===== src/rtl/bridge_pkg.sv =====
// Shared types for the DRAM bridge arbiter: FSM state encoding and the latched
// request record.
package bridge_pkg;

  localparam int ID_W   = 8;
  localparam int DATA_W = 32;

  typedef enum logic [1:0] {
    IDLE  = 2'd0,
    ISSUE = 2'd1,
    WAIT  = 2'd2,
    RESP  = 2'd3
  } state_t;

  typedef struct packed {
    logic              r_wb;
    logic [ID_W-1:0]   addr;
    logic [DATA_W-1:0] data_w;
  } req_t;

endpackage


===== src/rtl/rr_arbiter.sv =====
// Combinational round-robin pick: first asserted request at or after ptr,
// wrapping modulo NUM_REQ.
module rr_arbiter #(
  parameter int NUM_REQ = 2,
  parameter int GW      = 1
) (
  input  logic [NUM_REQ-1:0] req,
  input  logic [GW-1:0]      ptr,
  output logic [GW-1:0]      grant,
  output logic               any_req
);

  always_comb begin
    int unsigned idx;
    logic [GW-1:0] cand;
    grant   = '0;
    any_req = 1'b0;
    idx     = 0;
    cand    = '0;
    for (int unsigned i = 0; i < NUM_REQ; i++) begin
      idx = 32'(ptr) + i;
      if (idx >= NUM_REQ) idx = idx - NUM_REQ;
      cand = GW'(idx);
      if (!any_req && req[cand]) begin
        any_req = 1'b1;
        grant   = cand;
      end
    end
  end

endmodule


===== src/rtl/bridge_arbiter.sv =====
// Round-robin sharing of the single DRAM bridge request channel between
// NUM_REQ requesters, one outstanding transaction, with a WAIT watchdog.
module bridge_arbiter
  import bridge_pkg::*;
#(
  parameter int NUM_REQ     = 2,
  parameter int TIMEOUT_CYC = 1023,
  parameter int CNT_W       = 16
) (
  input  logic                   clk,
  input  logic                   rst_n,
  input  logic [NUM_REQ-1:0]     req_valid,
  input  logic [NUM_REQ-1:0]     req_r_wb,
  input  logic [NUM_REQ*8-1:0]   req_addr,
  input  logic [NUM_REQ*32-1:0]  req_data_w,
  output logic [NUM_REQ-1:0]     req_ready,
  output logic [NUM_REQ-1:0]     resp_valid,
  output logic [31:0]            resp_data,
  output logic                   resp_err,
  output logic                   C_in_valid,
  output logic                   C_r_wb,
  output logic [7:0]             C_addr,
  output logic [31:0]            C_data_w,
  input  logic                   C_out_valid,
  input  logic [31:0]            C_data_r,
  output logic                   busy,
  output logic                   timeout_err
);

  localparam int GW = (NUM_REQ > 1) ? $clog2(NUM_REQ) : 1;

  state_t           state;
  logic [GW-1:0]    grant;
  logic [GW-1:0]    rr_ptr;
  req_t             lat;
  logic [CNT_W-1:0] wd;

  logic [GW-1:0]    arb_grant;
  logic             arb_any;
  logic             wd_limit;

  rr_arbiter #(
    .NUM_REQ (NUM_REQ),
    .GW      (GW)
  ) u_rr (
    .req     (req_valid),
    .ptr     (rr_ptr),
    .grant   (arb_grant),
    .any_req (arb_any)
  );

  assign wd_limit = (wd == CNT_W'(TIMEOUT_CYC - 1));

  always_ff @(posedge clk) begin
    if (!rst_n) begin
      state       <= IDLE;
      grant       <= '0;
      rr_ptr      <= '0;
      lat         <= '0;
      wd          <= '0;
      resp_data   <= '0;
      resp_err    <= 1'b0;
      timeout_err <= 1'b0;
    end else begin
      case (state)
        IDLE: begin
          if (arb_any) begin
            grant       <= arb_grant;
            lat.r_wb    <= req_r_wb[arb_grant];
            lat.addr    <= req_addr[arb_grant*ID_W +: ID_W];
            lat.data_w  <= req_data_w[arb_grant*DATA_W +: DATA_W];
            rr_ptr      <= (arb_grant == GW'(NUM_REQ - 1)) ? '0 : arb_grant + 1'b1;
            state       <= ISSUE;
          end
        end
        ISSUE: begin
          wd    <= '0;
          state <= WAIT;
        end
        WAIT: begin
          wd <= wd + 1'b1;
          // A completion arriving on the watchdog limit cycle still counts.
          if (C_out_valid) begin
            resp_data <= C_data_r;
            resp_err  <= 1'b0;
            state     <= RESP;
          end else if (wd_limit) begin
            resp_data   <= '0;
            resp_err    <= 1'b1;
            timeout_err <= 1'b1;
            state       <= RESP;
          end
        end
        RESP: begin
          state <= IDLE;
        end
        default: state <= IDLE;
      endcase
    end
  end

  // Channel outputs are decoded from registered state and latched fields.
  assign busy       = (state != IDLE);
  assign C_in_valid = (state == ISSUE);
  assign req_ready  = (state == ISSUE) ? (NUM_REQ'(1) << grant) : '0;
  assign resp_valid = (state == RESP)  ? (NUM_REQ'(1) << grant) : '0;
  assign C_r_wb     = (state == ISSUE || state == WAIT) ? lat.r_wb   : 1'b0;
  assign C_addr     = (state == ISSUE || state == WAIT) ? lat.addr   : '0;
  assign C_data_w   = (state == ISSUE || state == WAIT) ? lat.data_w : '0;

endmodule


===== config.mk =====
export PLATFORM = sky130hd
export DESIGN_NAME = bridge_arbiter
export DESIGN_NICKNAME = d
export VERILOG_FILES = /design/src/rtl/bridge_pkg.sv /design/src/rtl/rr_arbiter.sv /design/src/rtl/bridge_arbiter.sv
export SDC_FILE = /design/constraint.sdc
export NUM_CORES = 1
export LEC_CHECK = 0
export CORE_ASPECT_RATIO = 1.2
export CORE_UTILIZATION = 41
export DETAILED_ROUTE_END_ITERATION = 6
export GPL_TIMING_DRIVEN = 0
export PLACE_DENSITY = 0.81
export SETUP_SLACK_MARGIN = 0.4
export SYNTH_ARGS = -nofsm -noshare
export SYNTH_HDL_FRONTEND = slang
export SYNTH_SLANG_ARGS = --single-unit

===== constraint.sdc =====
create_clock -name clk -period 2.1 [get_ports clk]
set_input_delay 0.42 -clock clk [delete_from_list [all_inputs] [get_ports clk]]
set_output_delay 0.42 -clock clk [all_outputs]
set_load 0.01 [all_outputs]

==> results_dict.tcl <==
set metrics [dict create \
    outcome "completed" \
    die_area_mm2 0.0108 \
    path_max_fanout 8 \
    synthMuxAreaShare_pct 0 \
    area_growth_pct 79.0 \
    fin_tns_setup_ns 0 \
    critPathMaxStageDelay_ns 0.36 \
    overflow 0 \
    yosysSeqAreaShare_pct 44.8 \
    yosysWarnings 0 \
    nNetsFinal 840 \
    grt_pass1_wl_um 23100 \
    initial_core_util_pct 42.2 \
    grt_max_degree 17 \
    finalHoldViolations 0 \
    rows 40 \
    crit_chain "inv_4 > ha_4 > clkbuf_16 > buf_6 > and2_1 > buf_2" \
    synthCells 470 \
    p_leak_uw 0.00302 \
    synthesis.area_per_instance_um2 9.04 \
    drive_above_1_share_pct 29.3 \
    die_w_um 94.9 \
    synth-xor-area-share_pct 2.27 \
    path_clk_slew_ns 0.07 \
    die_h_um 113 \
    drv_slew 0 \
    first_pass_iters 7 \
    yosys.area_share.adder_pct 2.06 \
    io_buffer_count 199 \
    clk_latency_ns 0.34 \
    grt_usage_pct 27.3 \
    design_area_mm2 0.00760 \
    drc 0 \
    cts_tree "done" \
    vias_per_cell 5.86 \
    fin_skew_ns 0.00732 \
    synthDominantAreaCellType "dfxtp_1" \
    grt_antenna_before_repair 0 \
    worst_pin_slew_ns 0.564 \
    arrival_ns 1.60 \
    gp_congestion 0.855 \
    setup_viol 0 \
    htree_levels 3 \
    start_kind "flip-flop" \
    min_period_over_period_pct 96.0 \
    final_common_cell "clkdlybuf4s50_1" \
    post_synth_num_cell_types 34 \
    syn-cell-area_mm2 0.00425 \
    dp_hpwl_um 10200 \
    synth-seq-cells 95 \
    routed_wl_um 16200 \
    whs_ns 0.482 \
    antenna_cells 0 \
    grt_pass1_vias 4939 \
    clockRootBuffer "clkbuf_16" \
    min_period_ns 2.02 \
    max-vdd-ir-drop_uv 770 \
    wl_per_cell_um 19.2 \
    num-fill-cells 623 \
    vias 4948 \
    ctsLongestPathBuffers 2 \
    clock_sinks 95 \
    place_area_mm2 0.00642 \
    synth_area_leaders "dfxtp_1 (45%), a222oi_1 (9.7%), a311oi_1 (6.6%)" \
    layout_common_cells "clkdlybuf4s50_1 (145), dfxtp_1 (88), nor2_1 (56), buf_6 (43), a222oi_1 (41)" \
    worstSetupPathType "flip-flop to output pin" \
    synth_compound_area_share_pct 23.9 \
    worstHoldPathType "flip-flop to flip-flop" \
    crit_slowest_cell "dfxtp_2" \
    place_inst 795 \
    synth_top_family_by_area "compound AO/OA/AOI/OAI gates" \
    fmax_mhz 496 \
    relSlewSlack_pct 62.4 \
    ioPinCount 200 \
    drv_cap 0 \
    yosysTopAreaCellShare_pct 44.8 \
    drt-initial-drc-count 354 \
    syn-num-nets 596 \
    antenna_left 0 \
    end_kind "output pin" \
    synthSimpleGateAreaFrac_pct 21.0 \
    cp.required_ns 1.68 \
    power_density_mw_per_mm2 1100 \
    fin_cells 845 \
    core_area_mm2 0.0101 \
    cts_buffers 9 \
    grt_setup_unrepaired "true" \
]
## worst max-delay path: cells and delay by family, from the launching register on
kind                     cells  cell delay, ns
adder cells (fa/ha/maj)      1            0.25
buffers and inverters        4            0.50
flip-flops                   1            0.36
AND/OR/NAND/NOR              1            0.14
## report_power, final
| group | internal, uW | switching [uW] |
|---|---|---|
| combinational | 2330 | 2090 |
| clock | 962 | 723 |
| sequential | 2100 | 182 |
| total | 5390 | 3000 |
## sequential cells by signal, indices dropped and copies added, names as in the netlist
| register | flops |
|---|---|
| wd | 16 |
| lat | 41 |
| rr_ptr | 1 |
| grant | 1 |
| state | 2 |
| resp_data | 32 |
| timeout_err | 1 |
| resp_err | 1 |
## final timing paths
path,cells past startpoint,startpoint,slack [ns],endpoint
worst max-delay path,6,state[0],0.08,C_addr[4]
worst min-delay path,2,timeout_err,0.48,timeout_err
worst max register to register,7,wd[1],0.09,resp_data[27]
worst min register to register,2,timeout_err,0.48,timeout_err
## logic make-up after synthesis
family | after synthesis
XOR/XNOR | 11
flip-flops | 95
AND/OR/NAND/NOR | 172
AO/OA/AOI/OAI | 127
adder cells (fa/ha/maj) | 7
buffers and inverters | 58
## per-stage QoR
| step | util (%) | setup slack, ns | total power [uW] |
|---|---|---|---|
| 2_1_floorplan | - | 0.359 | 3950 |
| 3_3_place_gp | 63.9 | -0.241 | 5140 |
| 3_5_place_dp | 63.9 | -0.276 | 5230 |
| 4_1_cts | 70.2 | 0.0793 | 7600 |
| 5_1_grt | 75.6 | 0.0318 | 8760 |
| 6_report | 75.6 | 0.0846 | 8390 |
## repair_timing
item,4_1_cts,5_1_grt
setup buffers,20,6
hold buffers,0,0
resized for setup,257,131
cloned,6,2
pin swaps,15,20
setup endpoints to repair,135,136
## cell type report
cell class,count,area [um^2],share of cell area [%]
Buffer,48,370,4.87
Clock buffer,10,239,3.14
Clock inverter,6,68.8,0.905
Inverter,10,42.5,0.560
Multi-Input combinational cell,317,2430,31.9
Sequential cell,95,1910,25.2
Tap cell,126,158,2.07
Timing Repair Buffer,233,2380,31.4
## cell usage after synthesis
| master | number |
|---|---|
| dfxtp_1 | 95 |
| nor2_1 | 56 |
| and2_1 | 43 |
| clkbuf_1 | 43 |
| a222oi_1 | 41 |
| nand3_1 | 36 |
| a31oi_1 | 34 |
| a311oi_1 | 32 |
| a21oi_1 | 10 |
| inv_1 | 9 |
| nand2_1 | 9 |
| ha_1 | 7 |
| xnor2_1 | 7 |
| nand4_1 | 5 |
| nor4_1 | 5 |
| o21ai_0 | 4 |
| or3_1 | 4 |
| xor2_1 | 4 |
| buf_8 | 3 |
| nor2b_1 | 3 |
| nor3_1 | 3 |
| or4_4 | 3 |
| a211oi_1 | 2 |
| o21ai_1 | 2 |
| and3_1 | 1 |
| buf_1 | 1 |
| buf_2 | 1 |
| inv_2 | 1 |
| nand2b_4 | 1 |
| nand3b_1 | 1 |
| nand4b_1 | 1 |
| nor3b_1 | 1 |
| o311ai_0 | 1 |
| o311ai_1 | 1 |
## layer usage
| metal | GRT usage (%) | wire (um) | up-vias | part of all wire [%] |
|---|---|---|---|---|
| met4 | 9.90 | 252 | 0 | 1.6 |
| met3 | 7.87 | 1330 | 25 | 8.2 |
| met1 | 27.5 | 5960 | 2360 | 37 |
| li1 | - | - | 2305 | - |
| met5 | 0 | 0 | - | 0 |
| met2 | 51.8 | 8640 | 258 | 53 |
(Power assumes the default switching activity.)
